$ cat config.mk
export PLATFORM = sky130hd
export DESIGN_NAME = fp_unit_arbiter
export DESIGN_NICKNAME = d
export VERILOG_FILES = /design/src/rtl/fp_unit_arbiter.sv
export SDC_FILE = /design/constraint.sdc
export NUM_CORES = 1
export LEC_CHECK = 0
export ABC_CLOCK_PERIOD_IN_PS = 1900
export CAP_MARGIN = 20
export CORE_AREA = 2 2 264 266
export CTS_CLUSTER_SIZE = 30
export DETAILED_ROUTE_END_ITERATION = 7
export DIE_AREA = 0 0 266 268
export HOLD_SLACK_MARGIN = 0.1
export PLACE_DENSITY = 0.46
export REMOVE_ABC_BUFFERS = 1
export SYNTH_ARGS = -nofsm -noshare
export SYNTH_HDL_FRONTEND = slang
export SYNTH_SLANG_ARGS = --single-unit
$ cat constraint.sdc
create_clock -name clk -period 1.9 [get_ports clk]
set_input_delay 0.19 -clock clk [delete_from_list [all_inputs] [get_ports clk]]
set_output_delay 0.19 -clock clk [all_outputs]
set_load 0.02 [all_outputs]
$ cat src/rtl/fp_unit_arbiter.sv
// ---------------------------------------------------------------------------
// FpUnitArbiter (module fp_unit_arbiter)
//
// Shares a single FpUnit between two requesters. Requester 0 is typically the
// FP issue stage and requester 1 a microcode/CSR helper. The arbiter grants
// round-robin, keeps one operation in flight, and holds the registered
// operands stable for the whole operation, including a multi-cycle sqrt.
// When the FpUnit reports done, the result is buffered and returned to the
// owning requester over a valid/ready channel. A global flush cancels
// whatever is in flight.
//
// Optional feature macro: FP_ARB_WATCHDOG_EN
//   Defined     : BUSY watchdog. After TIMEOUT_CYCLES BUSY cycles without
//                 fpuDone the FpUnit is flushed and an error response
//                 (respError=1, zero results and flags) is returned.
//   Not defined : no counter, respError tied to 0.
//
// Ports
//   clk, rst            clock, asynchronous active-low reset
//   flush               global pipeline flush
//   reqValid/reqReady   per-requester request handshake
//   req*                per-requester unit, command, rounding mode, operands
//   respValid/respReady per-requester response handshake
//   resp*               shared buffered result fields
//   fpu*                FpUnit control/operand outputs and result inputs
// ---------------------------------------------------------------------------
module fp_unit_arbiter #(
  parameter int FP_WIDTH       = 32,
  parameter int CMD_WIDTH      = 8,
  parameter int UNIT_WIDTH     = 3,
  parameter int TIMEOUT_CYCLES = 64
) (
  input  logic                           clk,
  input  logic                           rst,
  input  logic                           flush,

  input  logic [1:0]                     reqValid,
  output logic [1:0]                     reqReady,
  input  logic [1:0][UNIT_WIDTH-1:0]     reqUnit,
  input  logic [1:0][CMD_WIDTH-1:0]      reqCommand,
  input  logic [1:0][2:0]                reqRoundingMode,
  input  logic [1:0][31:0]               reqIntSrc1,
  input  logic [1:0][31:0]               reqIntSrc2,
  input  logic [1:0][FP_WIDTH-1:0]       reqFpSrc1,
  input  logic [1:0][FP_WIDTH-1:0]       reqFpSrc2,
  input  logic [1:0][FP_WIDTH-1:0]       reqFpSrc3,

  output logic [1:0]                     respValid,
  input  logic [1:0]                     respReady,
  output logic [31:0]                    respIntResult,
  output logic [FP_WIDTH-1:0]            respFpResult,
  output logic                           respFlagsValid,
  output logic [4:0]                     respFlags,
  output logic                           respError,

  output logic                           fpuEnable,
  output logic                           fpuFlush,
  output logic [UNIT_WIDTH-1:0]          fpuUnit,
  output logic [CMD_WIDTH-1:0]           fpuCommand,
  output logic [2:0]                     fpuRoundingMode,
  output logic [31:0]                    fpuIntSrc1,
  output logic [31:0]                    fpuIntSrc2,
  output logic [FP_WIDTH-1:0]            fpuFpSrc1,
  output logic [FP_WIDTH-1:0]            fpuFpSrc2,
  output logic [FP_WIDTH-1:0]            fpuFpSrc3,
  input  logic [31:0]                    fpuIntResult,
  input  logic [FP_WIDTH-1:0]            fpuFpResult,
  input  logic                           fpuWriteFlags,
  input  logic [4:0]                     fpuWriteFlagsValue,
  input  logic                           fpuDone
);

  typedef enum logic [1:0] {
    IDLE = 2'd0,
    BUSY = 2'd1,
    RESP = 2'd2
  } state_e;

  state_e state_q, state_d;

  logic lastGrant_q;
  logic owner_q;

  logic [UNIT_WIDTH-1:0] opUnit_q;
  logic [CMD_WIDTH-1:0]  opCommand_q;
  logic [2:0]            opRoundingMode_q;
  logic [31:0]           opIntSrc1_q;
  logic [31:0]           opIntSrc2_q;
  logic [FP_WIDTH-1:0]   opFpSrc1_q;
  logic [FP_WIDTH-1:0]   opFpSrc2_q;
  logic [FP_WIDTH-1:0]   opFpSrc3_q;

  logic [31:0]           resIntResult_q;
  logic [FP_WIDTH-1:0]   resFpResult_q;
  logic                  resFlagsValid_q;
  logic [4:0]            resFlags_q;

  logic grant;
  logic handshake;
  logic doneAccept;
  logic timeout;

  // A watchdog limit of zero would never let BUSY make progress.
  if (TIMEOUT_CYCLES < 1) begin : gBadTimeout
    $error("fp_unit_arbiter: TIMEOUT_CYCLES must be at least 1");
  end

  // Round-robin pick: with both requesters valid, the one that did not win
  // last time gets the grant; otherwise whichever one is valid.
  always_comb begin
    grant = 1'b0;
    if (reqValid == 2'b11) begin
      grant = ~lastGrant_q;
    end else begin
      grant = reqValid[1];
    end
  end

  // Flush takes priority over every other event in the same cycle.
  assign handshake  = (state_q == IDLE) && !flush && reqValid[grant];
  assign doneAccept = (state_q == BUSY) && !flush && fpuDone;

`ifdef FP_ARB_WATCHDOG_EN
  localparam int WD_W = $clog2(TIMEOUT_CYCLES + 1);

  logic [WD_W-1:0] wdCount_q;
  logic            resError_q;

  // Counts completed BUSY cycles; cleared on each accepted request so the
  // limit fires in the TIMEOUT_CYCLES-th BUSY cycle of this operation.
  always_ff @(posedge clk or negedge rst) begin
    if (!rst) begin
      wdCount_q <= '0;
    end else if (handshake) begin
      wdCount_q <= '0;
    end else if (state_q == BUSY) begin
      wdCount_q <= wdCount_q + WD_W'(1);
    end
  end

  assign timeout = (state_q == BUSY) && !flush && !fpuDone &&
                   (wdCount_q == WD_W'(TIMEOUT_CYCLES - 1));

  always_ff @(posedge clk or negedge rst) begin
    if (!rst) begin
      resError_q <= 1'b0;
    end else if (doneAccept) begin
      resError_q <= 1'b0;
    end else if (timeout) begin
      resError_q <= 1'b1;
    end
  end

  assign respError = resError_q;
`else
  assign timeout   = 1'b0;
  assign respError = 1'b0;
`endif

  // State register.
  always_ff @(posedge clk or negedge rst) begin
    if (!rst) begin
      state_q <= IDLE;
    end else begin
      state_q <= state_d;
    end
  end

  // Next-state logic.
  always_comb begin
    state_d = state_q;
    unique case (state_q)
      IDLE: begin
        if (handshake) begin
          state_d = BUSY;
        end
      end
      BUSY: begin
        if (flush) begin
          state_d = IDLE;
        end else if (fpuDone || timeout) begin
          state_d = RESP;
        end
      end
      RESP: begin
        if (flush || respReady[owner_q]) begin
          state_d = IDLE;
        end
      end
      default: state_d = IDLE;
    endcase
  end

  // Handshake and FpUnit control outputs. respValid is masked by flush so a
  // dropped response can never be seen as consumed.
  always_comb begin
    reqReady  = 2'b00;
    respValid = 2'b00;
    fpuEnable = 1'b0;
    fpuFlush  = 1'b0;
    unique case (state_q)
      IDLE: begin
        if (!flush && reqValid[grant]) begin
          reqReady[grant] = 1'b1;
        end
      end
      BUSY: begin
        fpuEnable = !flush && !timeout;
        fpuFlush  = flush || timeout;
      end
      RESP: begin
        if (!flush) begin
          respValid[owner_q] = 1'b1;
        end
      end
      default: ;
    endcase
  end

  // Grant bookkeeping and operand capture on the request handshake.
  always_ff @(posedge clk or negedge rst) begin
    if (!rst) begin
      lastGrant_q      <= 1'b1;
      owner_q          <= 1'b0;
      opUnit_q         <= '0;
      opCommand_q      <= '0;
      opRoundingMode_q <= '0;
      opIntSrc1_q      <= '0;
      opIntSrc2_q      <= '0;
      opFpSrc1_q       <= '0;
      opFpSrc2_q       <= '0;
      opFpSrc3_q       <= '0;
    end else if (handshake) begin
      lastGrant_q      <= grant;
      owner_q          <= grant;
      opUnit_q         <= reqUnit[grant];
      opCommand_q      <= reqCommand[grant];
      opRoundingMode_q <= reqRoundingMode[grant];
      opIntSrc1_q      <= reqIntSrc1[grant];
      opIntSrc2_q      <= reqIntSrc2[grant];
      opFpSrc1_q       <= reqFpSrc1[grant];
      opFpSrc2_q       <= reqFpSrc2[grant];
      opFpSrc3_q       <= reqFpSrc3[grant];
    end
  end

  // Result buffer. Flags are stored pre-masked so respFlags is zero whenever
  // respFlagsValid is low. A watchdog abort returns all-zero results.
  always_ff @(posedge clk or negedge rst) begin
    if (!rst) begin
      resIntResult_q  <= '0;
      resFpResult_q   <= '0;
      resFlagsValid_q <= 1'b0;
      resFlags_q      <= '0;
    end else if (doneAccept) begin
      resIntResult_q  <= fpuIntResult;
      resFpResult_q   <= fpuFpResult;
      resFlagsValid_q <= fpuWriteFlags;
      resFlags_q      <= fpuWriteFlags ? fpuWriteFlagsValue : 5'b0;
    end else if (timeout) begin
      resIntResult_q  <= '0;
      resFpResult_q   <= '0;
      resFlagsValid_q <= 1'b0;
      resFlags_q      <= '0;
    end
  end

  assign fpuUnit         = opUnit_q;
  assign fpuCommand      = opCommand_q;
  assign fpuRoundingMode = opRoundingMode_q;
  assign fpuIntSrc1      = opIntSrc1_q;
  assign fpuIntSrc2      = opIntSrc2_q;
  assign fpuFpSrc1       = opFpSrc1_q;
  assign fpuFpSrc2       = opFpSrc2_q;
  assign fpuFpSrc3       = opFpSrc3_q;

  assign respIntResult  = resIntResult_q;
  assign respFpResult   = resFpResult_q;
  assign respFlagsValid = resFlagsValid_q;
  assign respFlags      = resFlags_q;

endmodule

==> metrics.sh <==
HOLD_PATH_STARTPOINT='fpuWriteFlagsValue[1]'
FINISH.UTILIZATION=0.298
NUMCLOCKSINKS=248
CP_MAX_FO=3
WORST-ENDPOINT-ARRIVAL_NS=1.89
SYNTH_AREA_LEADERS='sky130_fd_sc_hd__dfrtp_1 60%, sky130_fd_sc_hd__a221o_1 16%, sky130_fd_sc_hd__and3_1 10%, sky130_fd_sc_hd__mux2_2 7.1%, sky130_fd_sc_hd__clkbuf_1 2.1%'
COMB_POWER_SHARE=0.408
SLEW_VIOLATIONS=0
CRITPATHLAUNCH='state_q[0]'
GRT_REMAINING_OVERFLOW=0
PRECTSSETUPSLACK_NS=-0.474
FINALSETUPVIOLATIONS=95
TIMING.REG2REG.SETUP_SLACK_NS=-0.07
USE_MET1=0.152
YOSYSTOPAREACELL='sky130_fd_sc_hd__dfrtp_1'
FINAL.SETUP_SKEW_NS=0.0298
END_KIND='output port'
TIMING.RR.START='state_q[0]'
CTS_INSERTED_BUFFERS=31
SWITCHING_FRACTION=0.333
SYNTH_COMPOUND_GATE_AREA_SHARE=0.181
CLOCK_POWER_SHARE=0.252
GLOBAL_ROUTE.USAGE.MET3=0.0377
H-TREE-DEPTH=1
ANTENNA_VIOLATIONS_BEFORE_REPAIR=3
DRT_PRE_ANTENNA_ITERS=4
DIE_WIDTH_UM=266
DIE_H_UM=268
INTERNAL_POWER_mW=15.5
CRITICAL_PATH_CLASS='flop to output port'
SYNTH_AREA_PER_CELL_SQ_UM=13.2
FLOORPLAN.CORE_AREA_SQ_UM=68200
WORST_IR_DROP_VDD_V=0.000594
FINALCRITPERIODSHARE=1.09
CLOCKBUFFERDEPTH=3
NUMPORTBUFFERS=675
SYNTH_AREA_SQ_UM=10400
POWER.SWITCHING_mW=7.71
TRITONCTS='yes'
ROUTE.DETAILED.WL_PER_INST_UM=20.9
UNREPAIRED_SETUP_ENDPOINTS_AFTER_GLOBAL_ROUTING='true'
GP_CONGESTION=0.774
TIMING.FINAL.HOLD_VIOLATIONS=0
DRT-VIAS-PER-INSTANCE=4.23
WARNINGS_FROM_YOSYS=0
INITIAL_CORE_UTIL=0.152
GLOBALROUTETOTALUTIL=0.130
CRITPATHLAUNCHTYPE='flop'
DRT.ANTENNA.VIOLATING_NETS=0
CLK-INSERTION-DELAY-LATE_NS=0.59
SYNTH_TOP_FAMILY_BY_AREA='compound AO/OA/AOI/OAI gates'
POSTLAYOUTSETUPSLACKWORST_NS=-0.176
DESIGN.DIE.AREA_SQ_UM=71300
FINAL.FILL_COUNT=6919
VIAS=10200
FINALHOLDWORSTSLACK_NS=0.183
CTSROOTBUFFERMASTER='sky130_fd_sc_hd__clkbuf_16'
GLOBAL_ROUTE.USAGE.MET2=0.233
ACHIEVABLE-FREQUENCY_MHz=482
YS_SEQ_ELEMENTS=248
CTS.REPORTEDPATHS.CLKPINSLEW_NS=0.06
FINAL_CRITICAL_PERIOD_NS=2.08
PLACEMENT_ROWS=96
HOLD_PATH_CLASS='primary input to flop'
VIOLATED_CHECKS='setup timing'
DRV_CAP=0
SIMPLE_GATE_FRACTION_OF_SYNTH_AREA=0.114
YOSYS.AREA_SHARE.ADDER=0
DRIVE_GT1_FRAC=0.148
TIMING.CRITICAL_PATH.REQUIRED_NS=1.71
TIGHTESTPINTRANSITION_NS=0.687
GRT_PASS1_WL_MM=70.8
POST_SYNTH_XOR_AREA_FRACTION=0
DETAIL_ROUTE.DRC_VIOLATIONS=0
POSTSYNTHCELLCOUNT=786
YOSYS.AREA.TOP_TYPE_SHARE=0.595
GLOBALROUTE.BUSIESTLAYER='met2'
AREA_DELTA_SYNTH_FINAL_PCT=96.0
DRT-TOTAL-WL_MM=50.4
MAXIMUM_NUMBER_OF_PINS_ON_ONE_NET_BEFORE_GLOBAL_ROUTE_REPAIR=96
SEQ_POWER_SHARE=0.340
ITER_0_DRT_VIOLATIONS=423
SYNTH.MUX.AREA_FRACTION=0.0715
POWER_DENSITY_nW_PER_UM2=1140
TOTAL_LEAKAGE_POWER_nW=8.83
FIRST_GLOBAL_VIAS=10800
FINAL_NET_COUNT=1931
SLEW_HEADROOM=0.542
DP_HPWL_MM=36.2
NUMBER_OF_DISTINCT_LIBRARY_CELLS_AFTER_SYNTHESIS=33
YOSYSSEQAREASHARE=0.598
AREA.SEQUENTIAL_SQ_UM=6210
MULTI_INPUT_AREA_SQ_UM=3880
BOUNDARYPINS=677
STATUS='finished, violations left'
cell usage in the layout (no fill, tap or decap), types with 2 or more instances in the layout:
cell type	instances
sky130_fd_sc_hd__buf_4	41
sky130_fd_sc_hd__nor3_4	2
sky130_fd_sc_hd__clkbuf_8	9
sky130_fd_sc_hd__a21o_1	2
sky130_fd_sc_hd__dlygate4sd2_1	6
sky130_fd_sc_hd__clkbuf_16	41
sky130_fd_sc_hd__mux2_2	65
sky130_fd_sc_hd__buf_6	6
sky130_fd_sc_hd__dfrtp_1	247
sky130_fd_sc_hd__buf_2	4
sky130_fd_sc_hd__a221o_1	166
sky130_fd_sc_hd__o32ai_1	8
sky130_fd_sc_hd__and3_1	166
sky130_fd_sc_hd__nand2_1	11
sky130_fd_sc_hd__a2bb2oi_1	8
sky130_fd_sc_hd__nor2_1	2
sky130_fd_sc_hd__clkinv_2	6
sky130_fd_sc_hd__buf_8	5
sky130_fd_sc_hd__o21ai_0	6
sky130_fd_sc_hd__clkbuf_1	7
sky130_fd_sc_hd__buf_16	5
sky130_fd_sc_hd__buf_12	30
sky130_fd_sc_hd__clkdlybuf4s50_1	662
through the flow:
step                power [mW]  std cells  setup TNS, ns  cell area (sq um)
floorplan                 11.7        702       -1719.73              10000
global route              24.3       2409         -12.50              20300
finish                    23.2       2410          -3.07              20300
global placement          17.2       2322         -43.61              18700
CTS                       23.4       2387          -5.19              19900
detailed placement        17.3       2322         -42.31              18700
layout make-up:
type,count,area share
diodes,1,0.000123
clock buffers,47,0.0455
clock inverters,8,0.00338
inverters,2,0.000369
multi-input cells,452,0.191
flip-flops and latches,248,0.305
well taps,882,0.0543
repair buffers,770,0.401
critical path, stage by stage, from the launching register on:
cell,delay (ns)
sky130_fd_sc_hd__dfrtp_1,0.39
sky130_fd_sc_hd__or3_4,0.40
sky130_fd_sc_hd__nor3_4,0.23
sky130_fd_sc_hd__buf_12,0.16
sky130_fd_sc_hd__buf_6,0.13
timing repair:
item,CTS,global route
hold endpoints to repair,172,0
buffers inserted,6,10
pin swaps,2,45
endpoints found under the setup margin,62,165
gates resized for setup,55,19
cloned,4,13
hold buffers,1,0
metal layers:
layer	wire length [um]	part of all wire	vias up
li1	-	-	4564
met1	20000	0.40	5064
met2	25300	0.50	490
met3	4030	0.080	59
met4	1070	0.021	6
met5	41	0.00081	-
path summary, 6_finish.rpt:
path | endpoint | cells after the start
min | respFlags[1] | 3
max | reqReady[0] | 4
max in group asynchronous | respIntResult[4] | 3
max reg2reg | fpuFpSrc2[25] | 8
min in group asynchronous | respIntResult[31] | 2
min reg2reg | respFlags[4] | 2
registers in the layout, summed over array words and instances, names as in the netlist:
register	count
state_q	2
respFpResult	32
fpuFpSrc3	32
respFlags	5
fpuUnit	3
respFlagsValid	1
fpuFpSrc2	32
respIntResult	32
owner_q	1
fpuCommand	8
fpuIntSrc1	32
lastGrant_q	1
fpuIntSrc2	32
fpuRoundingMode	3
fpuFpSrc1	32
power groups by stage:
stage	logic [mW]	clock network, mW	registers [mW]
2_1_floorplan	1.99	0	9.74
3_3_place_gp	9.30	0	7.93
3_5_place_dp	9.34	0	7.91
4_1_cts	9.42	6.05	7.89
5_1_grt	9.98	6.26	8.07
6_report	9.47	5.83	7.88
cell usage after synthesis, drive strengths merged:
cell type	n
a21boi	1
clkbuf	57
conb	1
nand4bb	1
nor2	3
nor3	2
dfstp	1
mux2i	1
mux2	65
nor2b	2
and3	166
and2	1
a2bb2oi	8
nand2	11
o21ai	7
nand3b	1
a21oi	1
nor4bb	1
buf	27
dfrtp	247
o32ai	8
clkinv	1
a21o	2
nor3b	1
or3	1
inv	1
a221o	166
nor4b	1
a21bo	1
logic make-up (layout without fill, tap and decap cells):
kind of cell | after synthesis | after routing
buffers and inverters | 86 | 827
muxes | 66 | 66
and+or+nand+nor | 191 | 191
other | 1 | 2
AOI/OAI and AO/OA | 194 | 194
DFF | 248 | 248
Power figures use the tool's default switching activity.
